--- src/rtl/photo_reader_emu.sv ---
// ---------------------------------------------------------------------------
// photo_reader_emu
//
// Device-side emulation of the G-15 photoelectric tape reader. The host
// pushes 5-bit tape frames into a small FIFO. The reader releases them onto
// PHOTO1..PHOTO5 at reader speed. Every timing step (start delay, frame
// spacing, starvation, tape stop) is taken from the drum word marker T0.
//
// Ports:
//   CLOCK          system clock
//   rst_n          asynchronous active-low reset
//   T0             one-CLOCK pulse at each drum word boundary
//   READ_CMD       level, the computer requests reader motion
//   host_data      tape frame, bit0 -> PHOTO1 ... bit4 -> PHOTO5
//   host_valid     host frame valid
//   host_ready     FIFO not full (combinational)
//   PHOTO1..5      frame bits presented to the I/O character logic
//   READER_BUSY    high in START, GAP and PRESENT
//   TAPE_STOPPED   one-CLOCK pulse when the stop frame is consumed
//   fifo_count     number of buffered frames
//
// Optional feature macro: G15_PHOTO_LEADER_SKIP_EN
//   When defined, blank (all-zero) leader/trailer frames are consumed at one
//   per word-time. They are not presented and they do not reload the gap.
// ---------------------------------------------------------------------------
module photo_reader_emu #(
  parameter int         FIFO_DEPTH  = 8,
  parameter int         START_WORDS = 2,
  parameter int         FRAME_WORDS = 4,
  parameter logic [4:0] STOP_CODE   = 5'b10000
) (
  input  logic                        CLOCK,
  input  logic                        rst_n,
  input  logic                        T0,
  input  logic                        READ_CMD,
  input  logic [4:0]                  host_data,
  input  logic                        host_valid,
  output logic                        host_ready,
  output logic                        PHOTO1,
  output logic                        PHOTO2,
  output logic                        PHOTO3,
  output logic                        PHOTO4,
  output logic                        PHOTO5,
  output logic                        READER_BUSY,
  output logic                        TAPE_STOPPED,
  output logic [$clog2(FIFO_DEPTH):0] fifo_count
);

  localparam int AW   = $clog2(FIFO_DEPTH);
  localparam int MAXW = (START_WORDS > FRAME_WORDS) ? START_WORDS : FRAME_WORDS;
  localparam int CW   = $clog2(MAXW + 1);

  typedef enum logic [2:0] {
    S_IDLE,
    S_START,
    S_GAP,
    S_PRESENT,
    S_HALT
  } state_e;

  // ---------------------------------------------------------------- FIFO
  logic [4:0]    mem_q [FIFO_DEPTH];
  logic [AW-1:0] wr_ptr_q, rd_ptr_q;
  logic [AW:0]   count_q;
  logic          full, empty, push, pop;
  logic [4:0]    head;

  assign full       = (count_q == (AW+1)'(FIFO_DEPTH));
  assign empty      = (count_q == '0);
  assign host_ready = ~full;
  assign push       = host_valid & ~full;
  assign head       = mem_q[rd_ptr_q];
  assign fifo_count = count_q;

  // NOTE: storage words are not reset. Only the pointers and the count define
  // which entries are valid, so stale data is never read.
  always_ff @(posedge CLOCK) begin
    if (push) mem_q[wr_ptr_q] <= host_data;
  end

  // NOTE: sequential state is updated with non-blocking assignments only, so
  // every register samples the values from before the edge.
  always_ff @(posedge CLOCK or negedge rst_n) begin
    if (!rst_n) begin
      wr_ptr_q <= '0;
      rd_ptr_q <= '0;
      count_q  <= '0;
    end else begin
      // The depth is a power of two, so the pointers wrap naturally.
      if (push) wr_ptr_q <= wr_ptr_q + 1'b1;
      if (pop)  rd_ptr_q <= rd_ptr_q + 1'b1;
      unique case ({push, pop})
        2'b10:   count_q <= count_q + 1'b1;
        2'b01:   count_q <= count_q - 1'b1;
        default: count_q <= count_q;
      endcase
    end
  end

  // ---------------------------------------------------------- reader FSM
  state_e        state_q, state_d;
  logic [CW-1:0] cnt_q, cnt_d, cnt_dec;
  logic [4:0]    photo_q, photo_d;
  logic          read_cmd_q;
  logic          stop_hit;

  always_ff @(posedge CLOCK or negedge rst_n) begin
    if (!rst_n) begin
      state_q    <= S_IDLE;
      cnt_q      <= '0;
      photo_q    <= '0;
      read_cmd_q <= 1'b0;
    end else begin
      state_q    <= state_d;
      cnt_q      <= cnt_d;
      photo_q    <= photo_d;
      read_cmd_q <= READ_CMD;
    end
  end

  // NOTE: every signal gets a default value before the case statement, so no
  // path leaves a signal unassigned and no latch is inferred.
  always_comb begin
    state_d  = state_q;
    cnt_d    = cnt_q;
    photo_d  = photo_q;
    pop      = 1'b0;
    stop_hit = 1'b0;
    cnt_dec  = (cnt_q == '0) ? '0 : cnt_q - 1'b1;

    unique case (state_q)
      S_IDLE: begin
        if (READ_CMD && !read_cmd_q) begin
          state_d = S_START;
          cnt_d   = '0;
        end
      end

      S_START: begin
        if (!READ_CMD) begin
          state_d = S_IDLE;
        end else if (T0) begin
          if (cnt_q == CW'(START_WORDS - 1)) begin
            state_d = S_GAP;
            cnt_d   = CW'(FRAME_WORDS);
          end else begin
            cnt_d = cnt_q + 1'b1;
          end
        end
      end

      // A T0 that brings the gap counter to zero (or finds it at zero) is a
      // frame opportunity. A falling READ_CMD takes priority over a
      // coincident T0, so nothing is popped in that cycle.
      S_GAP: begin
        if (!READ_CMD) begin
          state_d = S_IDLE;
        end else if (T0) begin
          cnt_d = cnt_dec;
          if (cnt_dec == '0 && !empty) begin
            pop = 1'b1;
            if (head == STOP_CODE) begin
              stop_hit = 1'b1;
              state_d  = S_HALT;
            end
`ifdef G15_PHOTO_LEADER_SKIP_EN
            else if (head == 5'b00000) begin
              // The blank frame is consumed. The counter stays at zero, so
              // the next frame is eligible at the following T0.
              state_d = S_GAP;
            end
`endif
            else begin
              photo_d = head;
              state_d = S_PRESENT;
            end
          end
        end
      end

      // The frame is held for exactly one word. FRAME_WORDS-1 gap words then
      // follow, which gives one frame per FRAME_WORDS word-times.
      S_PRESENT: begin
        if (T0) begin
          photo_d = '0;
          cnt_d   = CW'(FRAME_WORDS - 1);
          state_d = READ_CMD ? S_GAP : S_IDLE;
        end
      end

      S_HALT: begin
        if (!READ_CMD) state_d = S_IDLE;
      end

      default: state_d = S_IDLE;
    endcase
  end

  always_comb begin
    READER_BUSY  = (state_q == S_START) || (state_q == S_GAP) ||
                   (state_q == S_PRESENT);
    TAPE_STOPPED = stop_hit;
  end

  assign PHOTO1 = photo_q[0];
  assign PHOTO2 = photo_q[1];
  assign PHOTO3 = photo_q[2];
  assign PHOTO4 = photo_q[3];
  assign PHOTO5 = photo_q[4];

endmodule
--- config.mk ---
export PLATFORM = sky130hd
export DESIGN_NAME = photo_reader_emu
export DESIGN_NICKNAME = d
export VERILOG_FILES = /design/src/rtl/photo_reader_emu.sv
export SDC_FILE = /design/constraint.sdc
export NUM_CORES = 1
export LEC_CHECK = 0
export BUFFER_PORTS_ARGS = -buffer_cell sky130_fd_sc_hd__buf_2
export CORE_MARGIN = 2
export CORE_UTILIZATION = 40
export CTS_CLUSTER_SIZE = 20
export DETAILED_ROUTE_END_ITERATION = 8
export GPL_ROUTABILITY_DRIVEN = 0
export PLACE_DENSITY_LB_ADDON = 0.1
export SYNTH_ARGS = -nofsm -noshare
export SYNTH_HDL_FRONTEND = slang
export SYNTH_SLANG_ARGS = --single-unit
export TNS_END_PERCENT = 1
--- constraint.sdc ---
create_clock -name CLOCK -period 3.3 [get_ports CLOCK]
set_input_delay 0.99 -clock CLOCK [delete_from_list [all_inputs] [get_ports CLOCK]]
set_output_delay 0.99 -clock CLOCK [all_outputs]
set_load 0.03 [all_outputs]
==> results.tsv <==
stage	metric	value	unit
routing	viasPerCell	5.114	
placement	dp_hpwl	4131	um
logic_synthesis	synthFlopType	edfxtp_1	
clock_tree	cts_buffer_depth	2	
routing	first_iter_violations	108	
floorplan	die_y	90.68	um
timing	rsz0062_at_grt	true	
timing	fin_crit	3.675	ns
finish	antenna_cells	0	
routing	post_drt_wl_per_cell	16.54	um
floorplan	initial_utilization	41.44	%
finish	areaGrowthSynthToFinish	17.24	%
logic_synthesis	ys_async_sr_fraction	35.48	%
placement	portBuffers	21	
timing	worst_pin_slew	0.6998	ns
logic_synthesis	syn_area	3005	um2
finish	final_cell_mix	edfxtp_1, dfrtp_1, nand2_1	
setup_path	crit_arrival	2.68	ns
logic_synthesis	avgSynthCellArea	13.85	um2
placement	pre_cts_ws	-0.1529	ns
setup_path	setup.worst_path.class	reg -> out	
run_status	outcome	complete, but fails checks	
floorplan	die_x	90.68	um
clock_tree	cts_sinks	62	
timing	fin_skew	0.01202	ns
timing	fin_setup_tns	-0.3750	ns
timing	hold_violations	0	
timing	fin_ws	-0.3750	ns
logic_synthesis	netlist-cell-type-count	46	
setup_path	worst_setup_path_start_kind	register	
routing	wirelength	5939	um
grt	grt_pass1_vias	1836	
timing	finalCritPeriodShare	111.4	%
routing	postRouteAntennaNets	0	
grt	gr-total-overflow	0	
worst_hold_path	hold_class	reg -> reg	
setup_path	crit_family	simple AND/OR/NAND/NOR gates	
grt	grt_usage	15.72	%
clock_tree	root_buffer	clkbuf_8	
power	leakagePower	1.362	nW
logic_synthesis	synth-seq-cells	62	
setup_path	max_stage_delay	0.55	ns
setup_path	cp-end-kind	primary output	
routing	first_pass_iters	4	
logic_synthesis	syn_nets	234	
job	maxCapViolations	0	
timing	fmax	272.1	MHz
clock_tree	clkTransAtPathRegs	0.06	ns
floorplan	io_pins	22	
finish	fill_cells	662	
power	peakVddDrop	0.5283	mV
setup_path	critPathSlowestCell	or4_4	
setup_path	crit_chain	buf_12 > mux4_2 > mux2_2 > or4_4 > or2_4 > nor2_4 > buf_6	
finish	layout_commonest_cell	edfxtp_1	
clock_tree	cts_buffers	9	
power	p_per_area	836.3	nW/um2
logic_synthesis	ys_warn_count	0	
grt	antenna_found_initial	0	
clock_tree	clk_latency	0.33	ns
logic_synthesis	synth_edf_count	40	
timing	maxSlewViolCount	0	
grt	grt_max_degree	23	
setup_path	critPathMaxFanout	7	
routing	drt_drc_violations_left	0	
logic_synthesis	synthCells	217	
routing	vias	1836	
clock_tree	cts_tree	yes	
setup_path	cp_num_buf_inv	2	
logic_synthesis	ys_seq_area_share	58.28	%
floorplan	dieArea	8223	um2
grt	grt_pass1_wl	9660	um
setup_path	required	2.31	ns
floorplan	num_rows	31	
finish	nets	272	
timing	setup_viol	1	
finish	drive_gt1_share	29.62	%
timing	maxSlewHeadroom	53.18	%
floorplan	core_area	7253	um2
clock_tree	htreeDepth	3	
run_status	violations	negative setup slack	
-- cell usage after synthesis (2+ instances only) --
cell type / count / share of area [%]
a211oi_1: 2 / 0.50
dfrtp_1: 22 / 18
o221ai_2: 4 / 2.0
a21oi_1: 4 / 0.67
ha_1: 7 / 2.9
xnor2_1: 5 / 1.5
nand2_1: 21 / 2.6
clkbuf_1: 6 / 0.75
mux4_1: 9 / 7.9
edfxtp_1: 40 / 40
o211ai_1: 2 / 0.50
or2_2: 3 / 0.62
xor2_1: 4 / 1.2
nor3b_1: 3 / 0.75
nand3_1: 5 / 0.83
nand2b_1: 5 / 1.0
nor4bb_1: 2 / 0.67
clkbuf_8: 2 / 0.92
nor3_1: 5 / 0.83
o21ai_0: 3 / 0.50
mux2i_1: 4 / 1.3
inv_1: 12 / 1.5
nor2_1: 13 / 1.6
a311oi_1: 2 / 0.58
mux2_2: 7 / 2.6
buf_6: 2 / 0.75
a31oi_1: 3 / 0.62
a21o_1: 2 / 0.50
-- metrics by stage --
stage,area [um2],total power [mW],util (%),cells,hold WS [ns]
after CTS,3516,2.976,48.47,359,0.5362
after floorplan,3018,1.955,-,217,0.4897
after detailed placement,3299,2.269,45.49,342,0.5220
after global placement,3299,2.262,45.49,342,0.5162
after global routing,3523,3.154,48.58,359,0.5760
final,3523,2.947,48.58,359,0.5273
-- cell families after synthesis --
logic type / after synthesis / share of synthesized area (%)
simple gates: 64 / 10.87
xor+xnor: 9 / 2.623
flops: 62 / 58.28
fa+ha+maj: 8 / 3.247
compound gates: 31 / 8.493
buf+inv: 22 / 3.913
mux: 21 / 12.57
-- flip-flops by register name, indices dropped and copies added (netlist names) --
register,count
mem_q,40
photo_q,5
fifo_count,4
cnt_q,3
rd_ptr_q,3
state_q,3
wr_ptr_q,3
read_cmd_q,1
-- tightest hold or removal path: cells and delay by family, from the launching register on --
kind	cells	cell delay [ns]
AND/OR/NAND/NOR	2	0.12
flip-flops	1	0.38
-- layer usage --
metal  global-route usage (%)  routed length, um
met5                        0                  0
met1                    22.09               2941
met2                    22.51               2640
met3                    5.008                271
met4                    6.410                 86
-- final cells by class --
cell class / count / area (um2) / area share (%)
sequential: 62 / 1752 / 49.72
multi-input combinational: 133 / 1144 / 32.46
timing repair buffer: 37 / 247.7 / 7.031
clock buffer: 13 / 168.9 / 4.794
tap: 99 / 123.9 / 3.516
inverter: 12 / 45.04 / 1.278
clock inverter: 3 / 42.54 / 1.207
-- worst paths after layout --
kind	start	endpoint	slack, ns	depth (start not counted)
hold reg to reg	wr_ptr_q[0]	wr_ptr_q[0]	0.53	2
hold / removal	wr_ptr_q[0]	wr_ptr_q[0]	0.53	2
max in group asynchronous	rst_n	wr_ptr_q[2]	2.28	1
setup / recovery	rd_ptr_q[0]	TAPE_STOPPED	-0.37	7
setup reg to reg	cnt_q[1]	fifo_count[2]	0.44	14
min in group asynchronous	rst_n	rd_ptr_q[2]	0.64	1
-- power by group --
group / switching (mW) / internal [mW]
sequential: 0.136 / 1.02
combinational: 0.626 / 0.478
clock: 0.278 / 0.410
total: 1.04 / 1.91
-- what timing repair did --
item / 4_1_cts / 5_1_grt
pin swaps: 1 / 1
setup endpoints to repair: 1 / 1
gates resized for setup: 8 / 2
setup buffers: 1 / 0
hold buffers: 0 / 0
cloned: 0 / 0
Note: power is estimated with default switching activity, not from simulation.
